File: src/rtl/gpio_pkg.sv
// Shared definitions for the gpio bank: register indices and bus direction
// encoding, reused by the soc address decoder and software headers.
package gpio_pkg;

  typedef enum logic [2:0] {
    REG_OUT    = 3'd0,
    REG_DIR    = 3'd1,
    REG_IN     = 3'd2,
    REG_IEN    = 3'd3,
    REG_RISE   = 3'd4,
    REG_FALL   = 3'd5,
    REG_PEND   = 3'd6,
    REG_TOGGLE = 3'd7
  } gpio_reg_e;

  localparam logic RW_READ  = 1'b0;
  localparam logic RW_WRITE = 1'b1;

endpackage

File: src/rtl/gpio_sync.sv
// Multi-stage input synchroniser for the pad inputs, plus a one-cycle-delayed
// copy of the synchronised value for edge detection.
module gpio_sync #(
  parameter int WIDTH       = 32,
  parameter int SYNC_STAGES = 2
) (
  input  logic             clk,
  input  logic             rst,
  input  logic [WIDTH-1:0] gpin,
  output logic [WIDTH-1:0] sync,
  output logic [WIDTH-1:0] prev
);

  logic [WIDTH-1:0] stage_q [SYNC_STAGES];
  logic [WIDTH-1:0] stage_d [SYNC_STAGES];
  logic [WIDTH-1:0] prev_q;
  logic [WIDTH-1:0] prev_d;

  always_comb begin
    stage_d[0] = gpin;
    for (int i = 1; i < SYNC_STAGES; i++) begin
      stage_d[i] = stage_q[i-1];
    end
    prev_d = stage_q[SYNC_STAGES-1];
  end

  always_ff @(posedge clk) begin
    if (rst) begin
      for (int i = 0; i < SYNC_STAGES; i++) begin
        stage_q[i] <= '0;
      end
      prev_q <= '0;
    end else begin
      for (int i = 0; i < SYNC_STAGES; i++) begin
        stage_q[i] <= stage_d[i];
      end
      prev_q <= prev_d;
    end
  end

  assign sync = stage_q[SYNC_STAGES-1];
  assign prev = prev_q;

endmodule

File: src/rtl/gpio_bank.sv
// Memory-mapped bank of WIDTH gpio pins: direction/output registers, synchronised
// inputs, per-pin edge detection with maskable W1C pending bits and one irq line.
module gpio_bank
  import gpio_pkg::*;
#(
  parameter int WIDTH       = 32,
  parameter int SYNC_STAGES = 2,
  parameter int ADDR_W      = 6
) (
  input  logic              clk,
  input  logic              rst,
  input  logic              cs,
  input  logic [ADDR_W-1:0] addr,
  input  logic              rw,
  input  logic [63:0]       wdata,
  output logic [63:0]       rdata,
  output logic              rvalid,
  input  logic [WIDTH-1:0]  gpin,
  output logic [WIDTH-1:0]  gpout,
  output logic [WIDTH-1:0]  gpoe,
  output logic              irq
);

  localparam logic [2:0] SETTLE_MAX = 3'(SYNC_STAGES + 1);

  logic [WIDTH-1:0] out_q,  out_d;
  logic [WIDTH-1:0] dir_q,  dir_d;
  logic [WIDTH-1:0] ien_q,  ien_d;
  logic [WIDTH-1:0] rise_q, rise_d;
  logic [WIDTH-1:0] fall_q, fall_d;
  logic [WIDTH-1:0] pend_q, pend_d;
  logic [63:0]      rdata_q, rdata_d;
  logic             rvalid_q, rvalid_d;
  logic [2:0]       settle_q, settle_d;

  logic [WIDTH-1:0] sync;
  logic [WIDTH-1:0] prev;
  logic [WIDTH-1:0] wd;
  logic [WIDTH-1:0] w1c;
  logic [WIDTH-1:0] ev;
  logic [63:0]      rd_val;
  gpio_reg_e        reg_sel;
  logic             settled;
  logic             wr_en;
  logic             rd_en;
  logic             unused_bus;

  gpio_sync #(
    .WIDTH      (WIDTH),
    .SYNC_STAGES(SYNC_STAGES)
  ) u_sync (
    .clk (clk),
    .rst (rst),
    .gpin(gpin),
    .sync(sync),
    .prev(prev)
  );

  assign reg_sel    = gpio_reg_e'(addr[5:3]);
  assign wd         = wdata[WIDTH-1:0];
  assign wr_en      = cs && (rw == RW_WRITE);
  assign rd_en      = cs && (rw == RW_READ);
  assign settled    = (settle_q == SETTLE_MAX);
  assign unused_bus = ^{addr, wdata};

  always_comb begin
    rd_val = '0;
    case (reg_sel)
      REG_OUT:  rd_val[WIDTH-1:0] = out_q;
      REG_DIR:  rd_val[WIDTH-1:0] = dir_q;
      REG_IN:   rd_val[WIDTH-1:0] = sync;
      REG_IEN:  rd_val[WIDTH-1:0] = ien_q;
      REG_RISE: rd_val[WIDTH-1:0] = rise_q;
      REG_FALL: rd_val[WIDTH-1:0] = fall_q;
      REG_PEND: rd_val[WIDTH-1:0] = pend_q;
      default:  rd_val = '0;
    endcase
  end

  always_comb begin
    out_d  = out_q;
    dir_d  = dir_q;
    ien_d  = ien_q;
    rise_d = rise_q;
    fall_d = fall_q;
    w1c    = '0;
    if (wr_en) begin
      case (reg_sel)
        REG_OUT:    out_d  = wd;
        REG_DIR:    dir_d  = wd;
        REG_IEN:    ien_d  = wd;
        REG_RISE:   rise_d = wd;
        REG_FALL:   fall_d = wd;
        REG_PEND:   w1c    = wd;
        REG_TOGGLE: out_d  = out_q ^ wd;
        default:    ;
      endcase
    end

    // Events are held off until the synchroniser has flushed its reset zeros.
    ev       = settled ? ((sync & ~prev & rise_q) | (~sync & prev & fall_q)) : '0;
    pend_d   = (pend_q & ~w1c) | ev;
    settle_d = settled ? settle_q : settle_q + 3'd1;
    rvalid_d = rd_en;
    rdata_d  = rd_en ? rd_val : rdata_q;
  end

  always_ff @(posedge clk) begin
    if (rst) begin
      out_q    <= '0;
      dir_q    <= '0;
      ien_q    <= '0;
      rise_q   <= '0;
      fall_q   <= '0;
      pend_q   <= '0;
      rdata_q  <= '0;
      rvalid_q <= 1'b0;
      settle_q <= '0;
    end else begin
      out_q    <= out_d;
      dir_q    <= dir_d;
      ien_q    <= ien_d;
      rise_q   <= rise_d;
      fall_q   <= fall_d;
      pend_q   <= pend_d;
      rdata_q  <= rdata_d;
      rvalid_q <= rvalid_d;
      settle_q <= settle_d;
    end
  end

  assign rdata  = rdata_q;
  assign rvalid = rvalid_q;
  assign gpout  = out_q;
  assign gpoe   = dir_q;
  assign irq    = |(pend_q & ien_q);

endmodule

File: config.mk
export PLATFORM = sky130hd
export DESIGN_NAME = gpio_bank
export DESIGN_NICKNAME = d
export VERILOG_FILES = /design/src/rtl/gpio_pkg.sv /design/src/rtl/gpio_sync.sv /design/src/rtl/gpio_bank.sv
export SDC_FILE = /design/constraint.sdc
export NUM_CORES = 1
export LEC_CHECK = 0
export ABC_AREA = 1
export ABC_CLOCK_PERIOD_IN_PS = 3350
export CORE_ASPECT_RATIO = 0.75
export CORE_MARGIN = 2
export CORE_UTILIZATION = 46
export CTS_CLUSTER_DIAMETER = 100
export DETAILED_ROUTE_END_ITERATION = 6
export GPL_TIMING_DRIVEN = 0
export PLACE_DENSITY_LB_ADDON = 0.08
export SLEW_MARGIN = 30
export SYNTH_ARGS = -nofsm -noshare
export SYNTH_HDL_FRONTEND = slang
export SYNTH_SLANG_ARGS = --single-unit
File: constraint.sdc
create_clock -name clk -period 3.35 [get_ports clk]
set_input_delay 0.5025 -clock clk [delete_from_list [all_inputs] [get_ports clk]]
set_output_delay 0.5025 -clock clk [all_outputs]
set_load 0.05 [all_outputs]
==> results.md <==
- Outcome: completed
- Met3 WL post-DR: 5.888 mm
- Post-synth EDFFs: 0
- Pre-antenna DRT Iters: 5
- Row cnt: 55
- Crit-path max cell delay: 0.72 ns
- NetSw: 0.002337 W
- Top Ports: 236
- Final TNS setup: 0 ns
- # port buffers: 166
- Maximum number of pins on one net before global-route repair: 15
- Worst Setup SP: pend_q[0]
- Adder-cell area share of the yosys netlist: 0.001764
- Simple-Gate Fraction of Synth Area: 0.2700
- Finish-stage setup viols: 0
- Compound-Gate Fraction of Synth Area: 0.1524
- Final hold vios: 0
- Top sig layer: met4
- Synth area leader: dfxtp_1
- Slew HR: 0.3164
- Fin crit share: 0.8664
- Maxcap violations: 0
- Clock skew: 0.01007 ns
- Remaining DRCs: 0
- Global-route wire length before repair: 78.55 mm
- Number of unique standard cell types used by synthesis: 28
- Vias per Instance: 5.494
- Layout cell share with drive strength beyond 1: 0.07703
- Largest family of logic cells by synthesized area: simple AND/OR/NAND/NOR gates
- Hold Crit Class: reg -> reg
- Worst-path cell chain: a22o_1 -> nor2_1 -> nand2_1 -> nor2_1 -> nand2_1 -> clkdlybuf4s50_1
- Die Wd: 206.8 um
- CTS Hold Buffers Added: 0
- Reg area: 0.006486 mm2
- Fmax achieved: 344.5 MHz
- Vias in the first global route: 13,490
- Worst VDD drop: 0.2932 mV
- Combinational power share: 0.104
- Latest clock arrival within the worst-skew pair: 0.53 ns
- Post-synthesis mux area share: 0
- #FFs+latches synth: 324
- H-tree levels: 2
- Yosys warning count: 0
- Initial core utilization: 0.4684
- Critical Path RT: 2.85 ns
- Post-synth top flop: dfxtp_1
- Xor/xnor share of the synthesized area: 0.0006176
- RSZ-0062 raised after global routing: no
- Iter 0 DRT Violations: 1,637
- CP max FO: 3
- Syn Inst Count: 1,975
- DP HPWL: 37.43 mm
- CP endpoint kind: primary output
- Most flop-heavy register: u_sync.stage_q
- Setup Buffers After CTS: 0
- Synthesized area: 0.01418 mm2
- DIE AREA: 0.03227 mm2
- Worst r2r src: settle_q[0]
- Worst-path clk slew: 0.06 ns
- Reg2reg setup slack: 1.29 ns
- Kind of critical path: reg -> out
- Gpl congestion: 0.9293
- P per Cell Area: 506.5 mW/mm2
- Main area contributors after synthesis: dfxtp_1, nand2_1, nor2_1
- Leak: 7.254 nW
- Sw Ratio: 0.2616
- Vias after detailed routing: 14,460
- Worst EP arrival: 2.40 ns
- Total Routed Length: 52.17 mm
- Clock share of power: 0.447
- Fraction of registers with async set/reset: 0
- Post-Syn Area per Cell: 7.181 um2
- Post-route ant nets: 0
- Sequential power share: 0.450
- Layout area overhead: 24.38%
- Met2 WL: 21.72 mm
- Inserted Diodes: 0
- Footprint of the multi-input gates: 0.006146 mm2
- Core area: 0.03028 mm2
- Slew Limit Fails: 0
- CTS tree: done
- Register area share after synthesis: 0.4573
- Cts bufs inserted: 35
- Clock Tree Buf Depth: 3
- Minimum clock period: 2.902 ns
- Post-Layout Cell Count: 2,632
- Placed insts: 2,571
- Total gr overflow: 0
- Clock Sinks: 324
- Internal Power: 0.006599 W
- Max reg flops: 64
- Resize count post-CTS: 0
- Synth top area share: 0.4573
- Critical path endpoint: irq
- Total Routing Usage GR: 0.3229
- Worst r2r dst: pend_q[10]
- Initial antenna violation count: 0
- WL/cell: 19.82 um
- Fin util: 0.5826
- Fillers: 2,943
- Reg2Reg Depth: 6
- Type of origin of the critical path: register
- Tightest Pin Transition: 1.025 ns
- Die height: 156.1 um
- Clk root buf: clkbuf_16
- Nets: 2,317
- Wl on met1: 22.71 mm
- Critical path's slowest cell: clkdlybuf4s50_1
-- through the flow --
step / hold slack (ns) / power (W) / instance area (um2) / setup WS [ns]
6_report: 0.3988 / 0.008936 / 17640 / 0.4475
5_1_grt: 0.4145 / 0.009202 / 17640 / 0.3633
4_1_cts: 0.4002 / 0.008933 / 17640 / 0.4826
3_5_place_dp: 0.3917 / 0.005000 / 16460 / 0.5467
3_3_place_gp: 0.3889 / 0.004985 / 16460 / 0.5495
2_1_floorplan: 0.3883 / 0.004625 / 14300 / 1.752
-- metal layers --
| layer | up-vias | global-route usage |
|---|---|---|
| li1 | 6873 | - |
| met1 | 6671 | 0.4639 |
| met2 | 794 | 0.4697 |
| met3 | 122 | 0.07310 |
| met4 | 0 | 0.1202 |
| met5 | - | 0 |
-- layout by cell type, fill, tap and decap left out, types with 2 or more instances in the layout --
cell,instances
inv_2,3
a21oi_1,161
nand2_1,321
buf_1,3
ha_1,2
buf_4,42
clkbuf_8,10
dfxtp_1,324
o21ai_0,98
a22o_1,12
conb_1,32
nand2_2,3
nor2_2,2
clkbuf_16,37
o21ai_1,16
bufinv_16,2
nand3_1,98
nand3_2,2
clkinv_2,3
a211oi_2,16
nand4_1,100
o31ai_1,48
clkdlybuf4s50_1,166
a211oi_1,16
nor3_1,48
inv_1,216
buf_2,48
clkbuf_1,80
nor2_1,318
-- how the worst min path moves through the flow --
stage	from	endpoint	slack [ns]	depth (start not counted)
after floorplan	u_sync.stage_q[0][0]	u_sync.stage_q[0][32]	0.39	2
after global placement	u_sync.stage_q[0][21]	u_sync.stage_q[0][53]	0.39	2
after detailed placement	u_sync.stage_q[0][21]	u_sync.stage_q[0][53]	0.39	2
after CTS	u_sync.stage_q[0][21]	u_sync.stage_q[0][53]	0.40	2
after global routing	u_sync.stage_q[0][18]	u_sync.stage_q[0][50]	0.41	2
final	u_sync.stage_q[0][21]	u_sync.stage_q[0][53]	0.40	2
-- worst max-delay path: cells and delay by family, from the launching register on --
| family | cells | cell delay, ns |
|---|---|---|
| buffers and inverters | 1 | 0.72 |
| and+or+nand+nor | 4 | 0.57 |
| DFF | 1 | 0.35 |
| AOI/OAI and AO/OA | 1 | 0.24 |
-- synthesized netlist by cell type (42+ instances only) --
cell type,count
nand2_1,321
o21ai_0,98
dfxtp_1,324
buf_4,42
nand4_1,100
a21oi_1,161
nand3_1,98
inv_1,216
nor3_1,48
buf_2,48
o31ai_1,48
nor2_1,318
clkbuf_1,73
-- final cells by class --
class | instances | area share
Timing Repair Buffer | 166 | 0.09419
Clock inverter | 7 | 0.005178
Sequential cell | 324 | 0.3677
Buffer | 166 | 0.04766
Tap cell | 399 | 0.02830
Clock buffer | 54 | 0.06178
Multi-Input combinational cell | 1296 | 0.3484
Inverter | 220 | 0.04681
-- cells by family after synthesis --
family | after synthesis
buffers and inverters | 386
AOI/OAI and AO/OA | 367
adders and majority gates | 2
DFF | 324
xor gates and xnor gates | 1
other | 1
and+or+nand+nor | 894
-- power groups by stage --
stage	logic, W	registers [W]	clock network (W)
3_3_place_gp	0.000886	0.00410	0
2_1_floorplan	0.000474	0.00415	0
6_report	0.000925	0.00402	0.00399
3_5_place_dp	0.000900	0.00410	0
5_1_grt	0.000987	0.00403	0.00419
4_1_cts	0.000905	0.00402	0.00401
Note: power is estimated with default switching activity, not from simulation.
